### src/rtl/a2d_scan_seq.sv
// Autonomous ADC channel scanner: issues one conversion at a time to the A2D SPI
// front end, averages 2^AVG_LOG2 samples per channel and watches for hung conversions.
//
// state | meaning
// IDLE  | waiting for a period tick with en=1
// START | one-cycle strt_cnv request on chnnl
// CONV  | waiting for cnv_cmplt or timeout
// EVAL  | decide: another sample, or commit the average
// NEXT  | advance to the next enabled channel or finish the scan
module a2d_scan_seq #(
    parameter logic [7:0] CHNL_MASK = 8'hFF,
    parameter int         PERIOD    = 1024,
    parameter int         AVG_LOG2  = 2,
    parameter int         TMO       = 4096
) (
    input  logic        clk,
    input  logic        rst_n,
    input  logic        en,
    output logic        strt_cnv,
    output logic [2:0]  chnnl,
    input  logic        cnv_cmplt,
    input  logic [15:0] res,
    input  logic [2:0]  rd_chnl,
    output logic [11:0] rd_data,
    output logic        rd_vld,
    output logic        scan_done,
    output logic        tmo_err,
    input  logic        clr_err
);

    localparam int ACC_W = 12 + AVG_LOG2;
    localparam int CNT_W = AVG_LOG2 + 1;
    localparam int PER_W = $clog2(PERIOD);
    localparam int TMO_W = $clog2(TMO + 1);
    localparam logic [PER_W-1:0] PER_LAST = PER_W'(PERIOD - 1);
    localparam logic [TMO_W-1:0] TMO_LAST = TMO_W'(TMO - 1);
    localparam logic [CNT_W-1:0] N_SMP    = CNT_W'(1 << AVG_LOG2);

    typedef enum logic [2:0] {IDLE, START, CONV, EVAL, NEXT} state_t;

    state_t             state, state_nxt;
    logic [PER_W-1:0]   per_cnt;
    logic [TMO_W-1:0]   tmo_cnt;
    logic [ACC_W-1:0]   acc;
    logic [CNT_W-1:0]   smp_cnt;
    logic [11:0]        result [8];
    logic [7:0]         valid;

    logic       tick;
    logic [2:0] first_ch, next_ch;
    logic       has_next;
    logic       ld_first, ld_next, acc_add, acc_clr, wr_res;
    logic       tmo_clr, tmo_inc, tmo_hit;
    logic       unused_res;

    assign unused_res = ^res[15:12];
    assign tick       = en && (per_cnt == PER_LAST);
    assign rd_data    = result[rd_chnl];
    assign rd_vld     = valid[rd_chnl];

    // Lowest enabled channel, and lowest enabled channel strictly above chnnl.
    always_comb begin
        first_ch = '0;
        next_ch  = '0;
        has_next = 1'b0;
        for (int i = 7; i >= 0; i--) begin
            if (CHNL_MASK[i]) first_ch = 3'(i);
            if (CHNL_MASK[i] && (i > int'(chnnl))) begin
                next_ch  = 3'(i);
                has_next = 1'b1;
            end
        end
    end

    always_ff @(posedge clk or negedge rst_n) begin
        if (!rst_n) state <= IDLE;
        else        state <= state_nxt;
    end

    always_comb begin
        state_nxt = state;
        strt_cnv  = 1'b0;
        scan_done = 1'b0;
        ld_first  = 1'b0;
        ld_next   = 1'b0;
        acc_add   = 1'b0;
        acc_clr   = 1'b0;
        wr_res    = 1'b0;
        tmo_clr   = 1'b0;
        tmo_inc   = 1'b0;
        tmo_hit   = 1'b0;
        case (state)
            IDLE: begin
                if (tick && (CHNL_MASK != 8'h00)) begin
                    ld_first  = 1'b1;
                    state_nxt = START;
                end
            end
            START: begin
                strt_cnv  = 1'b1;
                tmo_clr   = 1'b1;
                state_nxt = CONV;
            end
            CONV: begin
                tmo_inc = 1'b1;
                // A completion on the timeout cycle is still a good sample.
                if (cnv_cmplt) begin
                    if (en) begin
                        acc_add   = 1'b1;
                        state_nxt = EVAL;
                    end else begin
                        acc_clr   = 1'b1;
                        state_nxt = IDLE;
                    end
                end else if (tmo_cnt == TMO_LAST) begin
                    tmo_hit   = 1'b1;
                    acc_clr   = 1'b1;
                    state_nxt = en ? NEXT : IDLE;
                end
            end
            EVAL: begin
                if (!en) begin
                    acc_clr   = 1'b1;
                    state_nxt = IDLE;
                end else if (smp_cnt < N_SMP) begin
                    state_nxt = START;
                end else begin
                    wr_res    = 1'b1;
                    acc_clr   = 1'b1;
                    state_nxt = NEXT;
                end
            end
            NEXT: begin
                if (!en) begin
                    state_nxt = IDLE;
                end else if (has_next) begin
                    ld_next   = 1'b1;
                    state_nxt = START;
                end else begin
                    scan_done = 1'b1;
                    state_nxt = IDLE;
                end
            end
            default: state_nxt = IDLE;
        endcase
    end

    always_ff @(posedge clk or negedge rst_n) begin
        if (!rst_n) begin
            per_cnt <= '0;
            chnnl   <= '0;
            tmo_cnt <= '0;
            acc     <= '0;
            smp_cnt <= '0;
            valid   <= '0;
            tmo_err <= 1'b0;
            for (int i = 0; i < 8; i++) result[i] <= '0;
        end else begin
            if (!en || tick) per_cnt <= '0;
            else             per_cnt <= per_cnt + 1'b1;

            if (ld_first)     chnnl <= first_ch;
            else if (ld_next) chnnl <= next_ch;

            if (tmo_clr)      tmo_cnt <= '0;
            else if (tmo_inc) tmo_cnt <= tmo_cnt + 1'b1;

            if (acc_clr) begin
                acc     <= '0;
                smp_cnt <= '0;
            end else if (acc_add) begin
                acc     <= acc + ACC_W'(res[11:0]);
                smp_cnt <= smp_cnt + 1'b1;
            end

            if (wr_res) begin
                result[chnnl] <= acc[ACC_W-1:AVG_LOG2];
                valid[chnnl]  <= 1'b1;
            end

            // A new timeout outranks a simultaneous clear.
            if (tmo_hit)      tmo_err <= 1'b1;
            else if (clr_err) tmo_err <= 1'b0;
        end
    end

endmodule
### config.mk
export PLATFORM = sky130hd
export DESIGN_NAME = a2d_scan_seq
export DESIGN_NICKNAME = d
export VERILOG_FILES = /design/src/rtl/a2d_scan_seq.sv
export SDC_FILE = /design/constraint.sdc
export NUM_CORES = 1
export LEC_CHECK = 0
export ABC_AREA = 1
export BUFFER_PORTS_ARGS = -buffer_cell sky130_fd_sc_hd__buf_2
export CAP_MARGIN = 25
export CORE_MARGIN = 2
export CORE_UTILIZATION = 55
export DETAILED_ROUTE_END_ITERATION = 10
export PLACE_DENSITY = 0.83
export SYNTH_ARGS = -nofsm -noshare
export SYNTH_HDL_FRONTEND = slang
export SYNTH_SLANG_ARGS = --single-unit
### constraint.sdc
create_clock -name clk -period 1.7 [get_ports clk]
set_clock_uncertainty 0.05 [all_clocks]
set_input_delay 0.17 -clock clk [delete_from_list [all_inputs] [get_ports clk]]
set_output_delay 0.17 -clock clk [all_outputs]
set_load 0.03 [all_outputs]
==> Implementation_results.wiki <==
{| class="wikitable"
! Metric !! Value
|-
| Synth Flop Type || sky130_fd_sc_hd__dfrtp_1
|-
| Post-synthesis average cell area || 8.16 um^2
|-
| Crit Path Category || register to output port
|-
| Crit Reg-Reg Startpoint || state[2]
|-
| Maximum number of pins on one net before global-route repair || 48
|-
| Hold slack || 0.0541 ns
|-
| Clock insertion delay at the later pin of the skew report || 0.43 ns
|-
| Wire length of the first global-routing pass || 34.5 mm
|-
| Post-detailed-route wirelength per cell || 20.3 um
|-
| Minimum clock period after layout || 1.98 ns
|-
| Synthesis warning total || 0
|-
| Unrepaired setup endpoints after global routing || yes
|-
| Worst EP arrival || 1.76 ns
|-
| Layout-stage area growth over the synthesis result || 32.2%
|-
| Outcome || finished, violations left
|-
| Required time of the critical path || 1.48 ns
|-
| Met1 track utilization from global routing || 0.379
|-
| Yosys top cell area share || 0.494
|-
| Nets || 1094
|-
| Area of the multi-input gates || 0.00415 mm^2
|-
| Maximum operating frequency || 506 MHz
|-
| Net count of the mapped netlist || 981
|-
| Most numerous cell in the Yosys netlist || sky130_fd_sc_hd__nand2_1
|-
| Max-cap viol count || 0
|-
| Number of enable-type register cells in the synthesized netlist || 0
|-
| Leakage component of the power || 4.61 nW
|-
| Placement-stage worst setup slack || -0.179 ns
|-
| Area taken by flip-flops and latches || 0.00378 mm^2
|-
| Die Height || 122 um
|-
| Total clock buffers created by CTS || 17
|-
| Post-route DRC || 0
|-
| Final count of negative-setup-slack endpoints || 77
|-
| # fillers || 824
|-
| TritonCTS clock tree || done
|-
| Pre-Repair DR Iteration Count || 8
|-
| Stage delay of the slowest cell on the critical path || 0.40 ns
|-
| # diodes || 0
|-
| Gp weighted congestion || 0.860
|-
| Drt via density || 6.31
|-
| Number of standard-cell rows in the floorplan || 43
|-
| Power density over the cells || 1170 mW/mm^2
|-
| Longest Clk Path Bufs || 2
|-
| Violations in the final reports || negative setup slack
|-
| Number of ports placed on the die boundary || 43
|-
| Overall Global Routing Usage || 0.298
|-
| Count of vias placed by the detailed router || 7846
|-
| Worst setup path start || chnnl[0]
|-
| Detailed Route Iter0 Violations || 999
|-
| Critical path's slowest cell || sky130_fd_sc_hd__dfrtp_2
|-
| CTS clock-pin slew for the worst setup and hold paths || 0.06 ns
|-
| GR Util met3 || 0.0557
|-
| Kind of start point of the critical path || register
|-
| Final cycle utilization of the critical path || 1.16
|-
| Dominant cell type by area after synthesis || sky130_fd_sc_hd__dfrtp_1
|-
| Post-synth design cell area || 0.00765 mm^2
|-
| Part of the Yosys area used for sequential elements || 0.494
|-
| Antenna violations before repair || 0
|-
| Maximum fanout count along the critical path || 6
|-
| Post-route non-filler standard cell count || 1244
|-
| Critical Path End Type || output port
|-
| Final worst slack || -0.278 ns
|-
| Top area cells in the synthesized netlist || sky130_fd_sc_hd__dfrtp_1 49%, sky130_fd_sc_hd__nand2_1 11%, sky130_fd_sc_hd__nor2_1 6.4%
|-
| Maximum level of the CTS H-tree || 4
|-
| Count of input and output buffers || 38
|-
| Die area || 0.0149 mm^2
|-
| DRT Wirelength || 25.2 mm
|-
| Origin of the worst min-delay path || en
|-
| Share of synthesized registers carrying an async set or reset || 1.00
|-
| Worst IR drop on VDD || 0.933 mV
|-
| Cell count after synthesis || 938
|-
| Dpl hpwl || 12.4 mm
|-
| Global-route congestion overflow total || 0
|-
| Min-delay worst type || primary input to register
|-
| Horizontal die dimension || 122 um
|-
| Worst-path cell chain || buf_6, nand2_4, inv_4, o21ai_2, nand3b_4, nor4_4, buf_4
|-
| Number of global-route vias before repair || 7094
|-
| Clock net sink count || 151
|-
| Initial cell density of the core || 0.558
|-
| Gr busiest metal || met2
|-
| Unique masters post-synth || 49
|-
| Measured slew at the worst slew-check pin || 0.554 ns
|-
| Count of final max-slew check failures || 0
|-
| Worst relative slew slack || 0.630
|-
| Hold Vio Cnt, Final || 0
|-
| Proportion of layout cells with a drive suffix above 1 || 0.299
|-
| Antenna Nets Post-Route || 0
|-
| Root Buffer || sky130_fd_sc_hd__clkbuf_16
|-
| Flops & latches, synth || 151
|-
| Most frequent cells after synthesis || 217 x sky130_fd_sc_hd__nand2_1, 151 x sky130_fd_sc_hd__dfrtp_1, 130 x sky130_fd_sc_hd__nor2_1, 97 x sky130_fd_sc_hd__o21ai_0, 65 x sky130_fd_sc_hd__o21ai_1
|-
| Routing usage on met2 || 0.497
|-
| Core outline area || 0.0137 mm^2
|-
| Number of cells after detailed placement || 1167
|}
[state kept, by name, summed over array words and instances (netlist names)]
register	flops
acc	14
chnnl	3
per_cnt	10
result	96
smp_cnt	3
state	3
tmo_cnt	13
tmo_err	1
valid	8
[cell usage in the layout, fill, tap and decap left out, types with 12 or more instances in the layout]
| master | netlist | layout |
|---|---|---|
| sky130_fd_sc_hd__nand3_4 | 5 | 12 |
| sky130_fd_sc_hd__a21oi_1 | 20 | 14 |
| sky130_fd_sc_hd__o21ai_0 | 97 | 62 |
| sky130_fd_sc_hd__dfrtp_1 | 151 | 148 |
| sky130_fd_sc_hd__nand2_1 | 217 | 178 |
| sky130_fd_sc_hd__nor2_2 | 3 | 18 |
| sky130_fd_sc_hd__buf_4 | 4 | 78 |
| sky130_fd_sc_hd__o21ai_1 | 65 | 79 |
| sky130_fd_sc_hd__nor2_1 | 130 | 112 |
| sky130_fd_sc_hd__nand3_1 | 38 | 34 |
| sky130_fd_sc_hd__inv_1 | 62 | 56 |
| sky130_fd_sc_hd__nand2_2 | 4 | 28 |
| sky130_fd_sc_hd__o21ai_2 | 9 | 30 |
| sky130_fd_sc_hd__buf_2 | 15 | 23 |
| sky130_fd_sc_hd__nand2_4 | 1 | 14 |
| sky130_fd_sc_hd__ha_4 | 0 | 12 |
| sky130_fd_sc_hd__clkbuf_16 | 0 | 19 |
[critical path, delay by kind of cell (launching register included)]
family | cells | cell delay [ns]
AO/OA/AOI/OAI | 1 | 0.06
buffers and inverters | 3 | 0.43
flip-flops | 1 | 0.40
AND/OR/NAND/NOR | 3 | 0.44
[where the power goes]
| group | internal, mW | total, mW | switching (mW) |
|---|---|---|---|
| registers | 3.82 | 4.11 | 0.281 |
| clock network | 2.26 | 3.92 | 1.66 |
| logic | 1.39 | 3.83 | 2.44 |
[layout make-up]
class,count,share of cell area
clock buffer,20,0.0451
clock inverter,12,0.0140
inverter,70,0.0279
multi-input combinational,686,0.410
sequential,151,0.374
tap,180,0.0222
timing repair buffer,125,0.108
[through the flow]
step                      utilization  TNS [ns]  total power, mW  area (um^2)
after detailed placement        0.612     -1.97             6.88         8390
final                           0.738     -4.58             11.9        10100
after CTS                       0.680     -2.01             10.9         9330
after global routing            0.738    -10.43             12.3        10100
after floorplan                     -    -0.286             5.90         7700
after global placement          0.612     -1.31             6.81         8390
[routing by layer]
metal  vias up  part of all wire  routed length [um]
met3       182             0.098                2480
met5         -                 0                   0
met4         0             0.061                1550
li1       3369                 -                   -
met2       596              0.48               12000
met1      3699              0.36                9150
[path summary, 6_finish.rpt]
| path | slack [ns] | to | depth (start not counted) |
|---|---|---|---|
| hold reg to reg | 0.41 | valid[1] | 2 |
| min in group asynchronous | 0.20 | tmo_cnt[7] | 2 |
| max in group asynchronous | 0.80 | valid[2] | 3 |
| setup / recovery | -0.28 | scan_done | 7 |
| hold / removal | 0.05 | state[2] | 3 |
| setup reg to reg | -0.16 | result[29] | 8 |
[what timing repair did]
item,4_1_cts,5_1_grt
setup buffers,5,28
endpoints found under the hold margin,43,0
hold buffers,3,0
gates cloned,5,4
resized for setup,61,151
pin swaps,14,55
endpoints found under the setup margin,64,145
[cell families (layout without fill, tap and decap cells)]
group,count (synthesis),in the layout,share of synthesized area
simple gates,423,430,0.241
fa+ha+maj,19,19,0.0320
compound gates,230,230,0.164
xor+xnor,7,7,0.00801
buf+inv,108,227,0.0616
flops,151,151,0.494
Note: power is estimated with default switching activity, not from simulation.
